==> src/rtl/ir_pkg.sv <==
// Shared definitions for the IR link controller: NEC frame byte offsets,
// TX sequencer state encoding and the auto-sweep reset pattern.
package ir_pkg;

    // MSB position of each byte inside a decoded 32-bit NEC burst
    localparam int NEC_ADDR_MSB  = 31;
    localparam int NEC_NADDR_MSB = 23;
    localparam int NEC_CMD_MSB   = 15;
    localparam int NEC_NCMD_MSB  = 7;

    // Cycles the transmitter gets to raise tx_busy after a launch
    localparam int BUSY_TIMEOUT = 4;

    // First command of the walking-one sweep
    localparam logic [7:0] SWEEP_RST = 8'h01;

    typedef enum logic [2:0] {
        TX_IDLE,
        TX_LAUNCH,
        TX_WAIT_BUSY,
        TX_WAIT_DONE,
        TX_GAP
    } tx_state_t;

    // A frame is well formed when both check bytes are exact inverses
    function automatic logic nec_ok(input logic [31:0] b);
        return (b[NEC_ADDR_MSB -: 8] == ~b[NEC_NADDR_MSB -: 8]) &&
               (b[NEC_CMD_MSB  -: 8] == ~b[NEC_NCMD_MSB  -: 8]);
    endfunction

endpackage

==> src/rtl/ir_fifo.sv <==
// Synchronous first-word-fall-through FIFO. The head word is visible on
// dout whenever empty is low. A push into a full FIFO is accepted only
// when a pop frees a slot in the same cycle.
module ir_fifo #(
    parameter int WIDTH = 8,
    parameter int DEPTH = 4
) (
    input  logic             clk,
    input  logic             rst,
    input  logic             push,
    input  logic [WIDTH-1:0] din,
    input  logic             pop,
    output logic [WIDTH-1:0] dout,
    output logic             empty,
    output logic             full
);

    localparam int AW = $clog2(DEPTH);

    logic [WIDTH-1:0] mem [DEPTH];
    logic [AW:0]      wr_ptr;
    logic [AW:0]      rd_ptr;
    logic             wr_en;
    logic             rd_en;

    assign empty = (wr_ptr == rd_ptr);
    assign full  = (wr_ptr[AW] != rd_ptr[AW]) && (wr_ptr[AW-1:0] == rd_ptr[AW-1:0]);
    assign rd_en = pop && !empty;
    assign wr_en = push && (!full || rd_en);
    assign dout  = mem[rd_ptr[AW-1:0]];

    // Pointer update; the extra MSB tells full from empty
    always_ff @(posedge clk or posedge rst) begin
        if (rst) begin
            wr_ptr <= '0;
            rd_ptr <= '0;
        end else begin
            if (wr_en) wr_ptr <= wr_ptr + 1'b1;
            if (rd_en) rd_ptr <= rd_ptr + 1'b1;
        end
    end

    // Storage needs no reset; empty masks stale contents
    always_ff @(posedge clk) begin
        if (wr_en) mem[wr_ptr[AW-1:0]] <= din;
    end

endmodule

==> src/rtl/ir_link_ctrl.sv <==
// IR link controller: validates and filters decoded NEC frames into an RX
// FIFO, and sequences queued TX commands to the IR transmitter with a
// minimum idle gap between frames.
// Optional feature: define IR_AUTO_SWEEP_EN to launch a walking-one sweep
// command whenever the TX queue has been empty and idle for GAP_CYCLES.
module ir_link_ctrl
    import ir_pkg::*;
#(
    parameter int         RX_DEPTH   = 4,
    parameter int         TX_DEPTH   = 4,
    parameter logic [7:0] TX_ADDR    = 8'h10,
    parameter logic [7:0] MY_ADDR    = 8'h10,
    parameter bit         FILTER_EN  = 1'b1,
    parameter int         GAP_CYCLES = 4_000_000
) (
    input  logic        clk,
    input  logic        rst,
    input  logic [31:0] rx_burst,
    input  logic        rx_strobe,
    output logic [15:0] rx_data,
    output logic        rx_valid,
    input  logic        rx_ack,
    input  logic [7:0]  tx_cmd_in,
    input  logic        tx_cmd_valid,
    output logic        tx_cmd_ready,
    output logic [7:0]  tx_addr,
    output logic [7:0]  tx_cmd,
    output logic        tx_send,
    input  logic        tx_busy,
    output logic [7:0]  led,
    output logic [7:0]  err_cnt
);

    localparam int CW = $clog2(GAP_CYCLES + BUSY_TIMEOUT + 1);
    localparam logic [CW-1:0] GAP_LAST  = CW'(GAP_CYCLES - 1);
    localparam logic [CW-1:0] BUSY_LAST = CW'(BUSY_TIMEOUT - 1);

    // ---------------- RX path ----------------
    logic [7:0] rx_addr_b;
    logic [7:0] rx_cmd_b;
    logic       frame_ok;
    logic       addr_hit;
    logic       rx_push;
    logic       rx_pop;
    logic       rx_full;
    logic       rx_empty;
    logic       rx_drop_ovf;
    logic       rx_accept;
    logic       err_inc;

    assign rx_addr_b   = rx_burst[NEC_ADDR_MSB -: 8];
    assign rx_cmd_b    = rx_burst[NEC_CMD_MSB -: 8];
    assign frame_ok    = nec_ok(rx_burst);
    assign addr_hit    = !FILTER_EN || (rx_addr_b == MY_ADDR);
    assign rx_valid    = !rx_empty;
    assign rx_pop      = rx_ack && rx_valid;
    assign rx_push     = rx_strobe && frame_ok && addr_hit;
    assign rx_drop_ovf = rx_push && rx_full && !rx_pop;
    assign rx_accept   = rx_push && !rx_drop_ovf;
    assign err_inc     = (rx_strobe && !frame_ok) || rx_drop_ovf;

    ir_fifo #(.WIDTH(16), .DEPTH(RX_DEPTH)) u_rx_fifo (
        .clk   (clk),
        .rst   (rst),
        .push  (rx_push),
        .din   ({rx_addr_b, rx_cmd_b}),
        .pop   (rx_pop),
        .dout  (rx_data),
        .empty (rx_empty),
        .full  (rx_full)
    );

    // LED mirrors the last accepted command; errors saturate at 8'hFF
    always_ff @(posedge clk or posedge rst) begin
        if (rst) begin
            led     <= '0;
            err_cnt <= '0;
        end else begin
            if (rx_accept) led <= rx_cmd_b;
            if (err_inc && err_cnt != 8'hFF) err_cnt <= err_cnt + 1'b1;
        end
    end

    // ---------------- TX path ----------------
    tx_state_t  state, state_n;
    logic [CW-1:0] cnt;
    logic       tx_full;
    logic       tx_empty;
    logic [7:0] tx_head;
    logic       tx_pop;
    logic       tx_load;

    // Ready is held low while reset is asserted
    assign tx_cmd_ready = !tx_full && !rst;

    ir_fifo #(.WIDTH(8), .DEPTH(TX_DEPTH)) u_tx_fifo (
        .clk   (clk),
        .rst   (rst),
        .push  (tx_cmd_valid && tx_cmd_ready),
        .din   (tx_cmd_in),
        .pop   (tx_pop),
        .dout  (tx_head),
        .empty (tx_empty),
        .full  (tx_full)
    );

`ifdef IR_AUTO_SWEEP_EN
    logic [7:0] sweep;
    logic       from_q;
    logic       load_sweep;
`endif

    // Next-state and launch decode
    always_comb begin
        state_n = state;
        tx_send = 1'b0;
        tx_pop  = 1'b0;
        tx_load = 1'b0;
`ifdef IR_AUTO_SWEEP_EN
        load_sweep = 1'b0;
`endif
        case (state)
            TX_IDLE: begin
                if (!tx_empty) begin
                    state_n = TX_LAUNCH;
                    tx_load = 1'b1;
                end
`ifdef IR_AUTO_SWEEP_EN
                else if (cnt == GAP_LAST) begin
                    state_n    = TX_LAUNCH;
                    tx_load    = 1'b1;
                    load_sweep = 1'b1;
                end
`endif
            end
            TX_LAUNCH: begin
                tx_send = 1'b1;
`ifdef IR_AUTO_SWEEP_EN
                tx_pop  = from_q;
`else
                tx_pop  = 1'b1;
`endif
                state_n = TX_WAIT_BUSY;
            end
            TX_WAIT_BUSY: begin
                if (tx_busy)               state_n = TX_WAIT_DONE;
                else if (cnt == BUSY_LAST) state_n = TX_GAP;
            end
            TX_WAIT_DONE: begin
                if (!tx_busy) state_n = TX_GAP;
            end
            TX_GAP: begin
                if (cnt == GAP_LAST) state_n = TX_IDLE;
            end
            default: state_n = TX_IDLE;
        endcase
    end

    // State register; cnt counts cycles spent in the current state
    always_ff @(posedge clk or posedge rst) begin
        if (rst) begin
            state <= TX_IDLE;
            cnt   <= '0;
        end else begin
            state <= state_n;
            cnt   <= (state_n != state) ? '0 : cnt + 1'b1;
        end
    end

    // Frame fields are captured on entry to LAUNCH and held until the next one
    always_ff @(posedge clk or posedge rst) begin
        if (rst) begin
            tx_addr <= TX_ADDR;
            tx_cmd  <= '0;
`ifdef IR_AUTO_SWEEP_EN
            sweep   <= SWEEP_RST;
            from_q  <= 1'b0;
`endif
        end else if (tx_load) begin
            tx_addr <= TX_ADDR;
`ifdef IR_AUTO_SWEEP_EN
            tx_cmd  <= load_sweep ? sweep : tx_head;
            from_q  <= !load_sweep;
            if (load_sweep) sweep <= {sweep[6:0], sweep[7]};
`else
            tx_cmd  <= tx_head;
`endif
        end
    end

endmodule

==> config.mk <==
export PLATFORM = sky130hd
export DESIGN_NAME = ir_link_ctrl
export DESIGN_NICKNAME = d
export VERILOG_FILES = /design/src/rtl/ir_pkg.sv /design/src/rtl/ir_fifo.sv /design/src/rtl/ir_link_ctrl.sv
export SDC_FILE = /design/constraint.sdc
export NUM_CORES = 1
export LEC_CHECK = 0
export ABC_AREA = 1
export BUFFER_PORTS_ARGS = -buffer_cell sky130_fd_sc_hd__buf_2
export CAP_MARGIN = 20
export CORE_UTILIZATION = 60
export CTS_CLUSTER_SIZE = 14
export DETAILED_ROUTE_END_ITERATION = 8
export GPL_TIMING_DRIVEN = 0
export PLACE_DENSITY = 0.82
export SYNTH_ARGS = -nofsm -noshare
export SYNTH_HDL_FRONTEND = slang
export SYNTH_SLANG_ARGS = --single-unit
==> constraint.sdc <==
create_clock -name clk -period 5.1 [get_ports clk]
set_clock_uncertainty 0.15 [all_clocks]
set_input_delay 0.765 -clock clk [delete_from_list [all_inputs] [get_ports clk]]
set_output_delay 0.765 -clock clk [all_outputs]
set_load 0.005 [all_outputs]
==> impl_metrics.toml <==
[finish]
layout_common_cells = "nand2_1 (114), nor2_1 (106), edfxtp_1 (96)"
finish.instance_area_um2 = 8620
num_antenna_cells = 0
final_common_cell = "nand2_1"
drive_above_1_share_pct = 22.9
fill_cells = 832
nets = 896
syn_to_final_growth_pct = 17.5

[critical_path]
path_cells = "buf_2, inv_1, clkbuf_1, nor2_1, o22ai_1, buf_2"
endpoint = "rx_data[7]"
crit_top_cell = "buf_2"
worst-path-buf-inv = 4
slowest_delay_ns = 0.51
crit_path_start_kind = "register"
worst-r2r-cell-count = 8
path_class = "reg2out"
crit_cells = 6
crit_slowest_cell = "clkbuf_1"
r2r_slack_ns = 2.31
cp-end-kind = "primary output"
cp.required_ns = 4.18
critPathMaxFanout = 10
r2r-end = "u_rx_fifo.mem[0][4]"
crit_family = "buffers and inverters"
arrival_ns = 2.20
crit_start = "u_rx_fifo.rd_ptr[0]"
r2r_start = "u_rx_fifo.rd_ptr[1]"

[floorplanning]
io_pins = 97
die_w_um = 113
core_area_um2 = 12000
placementRows = 40
start_util_pct = 61.3
die_h_um = 113
die-area_um2 = 12700

[placed_design]
gp_congestion = 0.905
io_buffers = 88
placed_area_um2 = 8050
dpl_worst_slack_ns = 1.66
dpl.hpwl_um = 11400

[routing]
drt_iter0_markers = 406
dr.pass1.iters = 5
wire_per_inst_um = 16.4
vias = 5551
drc = 0
via_per_inst = 5.56
ant_nets = 0
routed_wirelength_um = 16300

[grt]
overflow = 0
antenna_found_initial = 1
grt_max_degree = 39
grt_pass1_vias = 5562
grt_use_total_pct = 27.6
grt_pass1_wl_um = 26400

[synth]
synthCells = 721
yosys_warnings = 0
synth_cell_type_count = 35
seq_area_frac_synth_pct = 60.1
syn_avg_cell_area_um2 = 10.2
syn_area_um2 = 7340
synth_seq_cells = 157

[timing]
finalCriticalPeriod_ns = 3.12
finalSetupViolations = 0
relSlewSlack_pct = 30.2
hold_viol = 0
hold_slack_ns = 0.239
slew_violations = 0
max_freq_mhz = 321
rsz0062_at_grt = "no"
fin_tns_setup_ns = 0
worstMarginPinSlew_ns = 1.05
final.period_utilization_pct = 61.2
layout_setup_ws_ns = 1.98

[clock_tree]
cts_tree = "done"
post_cts_buffers = 0
cts_buffers = 17
root_buffer = "clkbuf_16"
h-tree-depth = 4
cts.sinks = 157
cts_hold_buffers = 0
cts_max_path_buffers = 2
post_cts.resized_instances = 0
clk-insertion-delay-late_ns = 0.43
clk_pin_slew_ns = 0.06

[power_and_ir_drop]
vdd_drop_max_v = 0.000327
p_leak_nw = 3.72
power_density_nw_per_um2 = 482

[run_status]
run_status = "complete, no violations"

[worst_hold_path]
hold_class = "in2async"

[flow_run]
cap_violations = 0
## worst min-delay path by stage
stage,to,cells past startpoint,start,slack (ns)
floorplan,cnt[0],1,cnt[0],0.28
global placement,cnt[0],1,cnt[0],0.30
detailed placement,cnt[0],1,cnt[0],0.33
CTS,cnt[8],2,rst,0.25
global route,cnt[8],2,rst,0.29
finish,cnt[8],2,rst,0.24
## final cells by class
class,count,area [um^2],share of cell area [%]
sequential,157,4410,51.1
clock inverter,14,148,1.71
multi-input combinational,474,2530,29.3
timing repair buffer,92,498,5.77
buffer,24,155,1.80
tap,147,184,2.13
inverter,72,270,3.13
clock buffer,18,429,4.98
## power breakdown
group | switching, mW | total [mW] | internal [mW]
registers | 0.114 | 1.61 | 1.49
clock network | 0.505 | 1.22 | 0.719
logic | 0.808 | 1.33 | 0.519
## per-stage QoR
stage          cells  power [mW]  util, %
6_report         998        4.16     72.1
5_1_grt          998        4.38     72.1
4_1_cts          998        4.17     72.1
3_5_place_dp     966        2.95     67.3
3_3_place_gp     962        2.87     66.7
2_1_floorplan    727        2.50        -
## per-layer routing
metal	wire (um)	share of wire, %	global-route usage [%]
met4	605	3.7	16.0
met1	6310	39	31.3
met3	986	6.0	6.80
met2	8420	52	47.7
met5	13	0.080	0
## registers in the layout (all words and copies together), names as in the netlist
register	count
tx_cmd	8
err_cnt	8
cnt	22
u_tx_fifo.wr_ptr	3
u_rx_fifo.rd_ptr	3
u_rx_fifo.wr_ptr	3
u_tx_fifo.rd_ptr	3
u_rx_fifo.mem	64
state	3
u_tx_fifo.mem	32
led	8
## synthesized netlist by cell type
| cell type | n | area, um^2 |
|---|---|---|
| nand3b_1 | 1 | 7.51 |
| buf_2 | 1 | 5.00 |
| nand2_4 | 1 | 11.3 |
| xnor2_2 | 2 | 32.5 |
| o22ai_1 | 24 | 150 |
| nor2_2 | 22 | 138 |
| xor2_1 | 27 | 236 |
| nand2_1 | 114 | 428 |
| or2_1 | 1 | 6.26 |
| nor2_4 | 1 | 11.3 |
| dfrtp_1 | 61 | 1530 |
| nor3_1 | 11 | 55.1 |
| buf_1 | 1 | 3.75 |
| a21oi_1 | 3 | 15.0 |
| nor4_1 | 4 | 25.0 |
| inv_2 | 10 | 37.5 |
| clkbuf_1 | 9 | 33.8 |
| mux2_2 | 8 | 90.1 |
| inv_1 | 62 | 233 |
| nor4_2 | 1 | 12.5 |
| ha_1 | 12 | 150 |
| nor3_2 | 4 | 40.0 |
| buf_4 | 9 | 67.6 |
| edfxtp_1 | 96 | 2880 |
| o21ai_1 | 8 | 40.0 |
| nand3_2 | 4 | 40.0 |
| buf_6 | 4 | 45.0 |
| nand3_1 | 40 | 200 |
| o21ai_0 | 48 | 240 |
| xnor2_1 | 9 | 78.8 |
| conb_1 | 2 | 7.51 |
| nand2_2 | 3 | 18.8 |
| nor2_1 | 108 | 405 |
| nand4_1 | 9 | 56.3 |
| and2_1 | 1 | 6.26 |
## cell families (layout without fill, tap and decap cells)
family / count (synthesis) / count (layout) / share of synthesized area, %
multiplexers: 8 / 8 / 1.23
XOR/XNOR: 38 / 38 / 4.74
AND/OR/NAND/NOR: 325 / 325 / 19.9
other: 2 / 8 / 0.102
adder cells (fa/ha/maj): 12 / 12 / 2.05
buffers and inverters: 96 / 220 / 5.80
flip-flops: 157 / 157 / 60.1
AO/OA/AOI/OAI: 83 / 83 / 6.07
No activity file was read; power rests on OpenSTA's default activity.
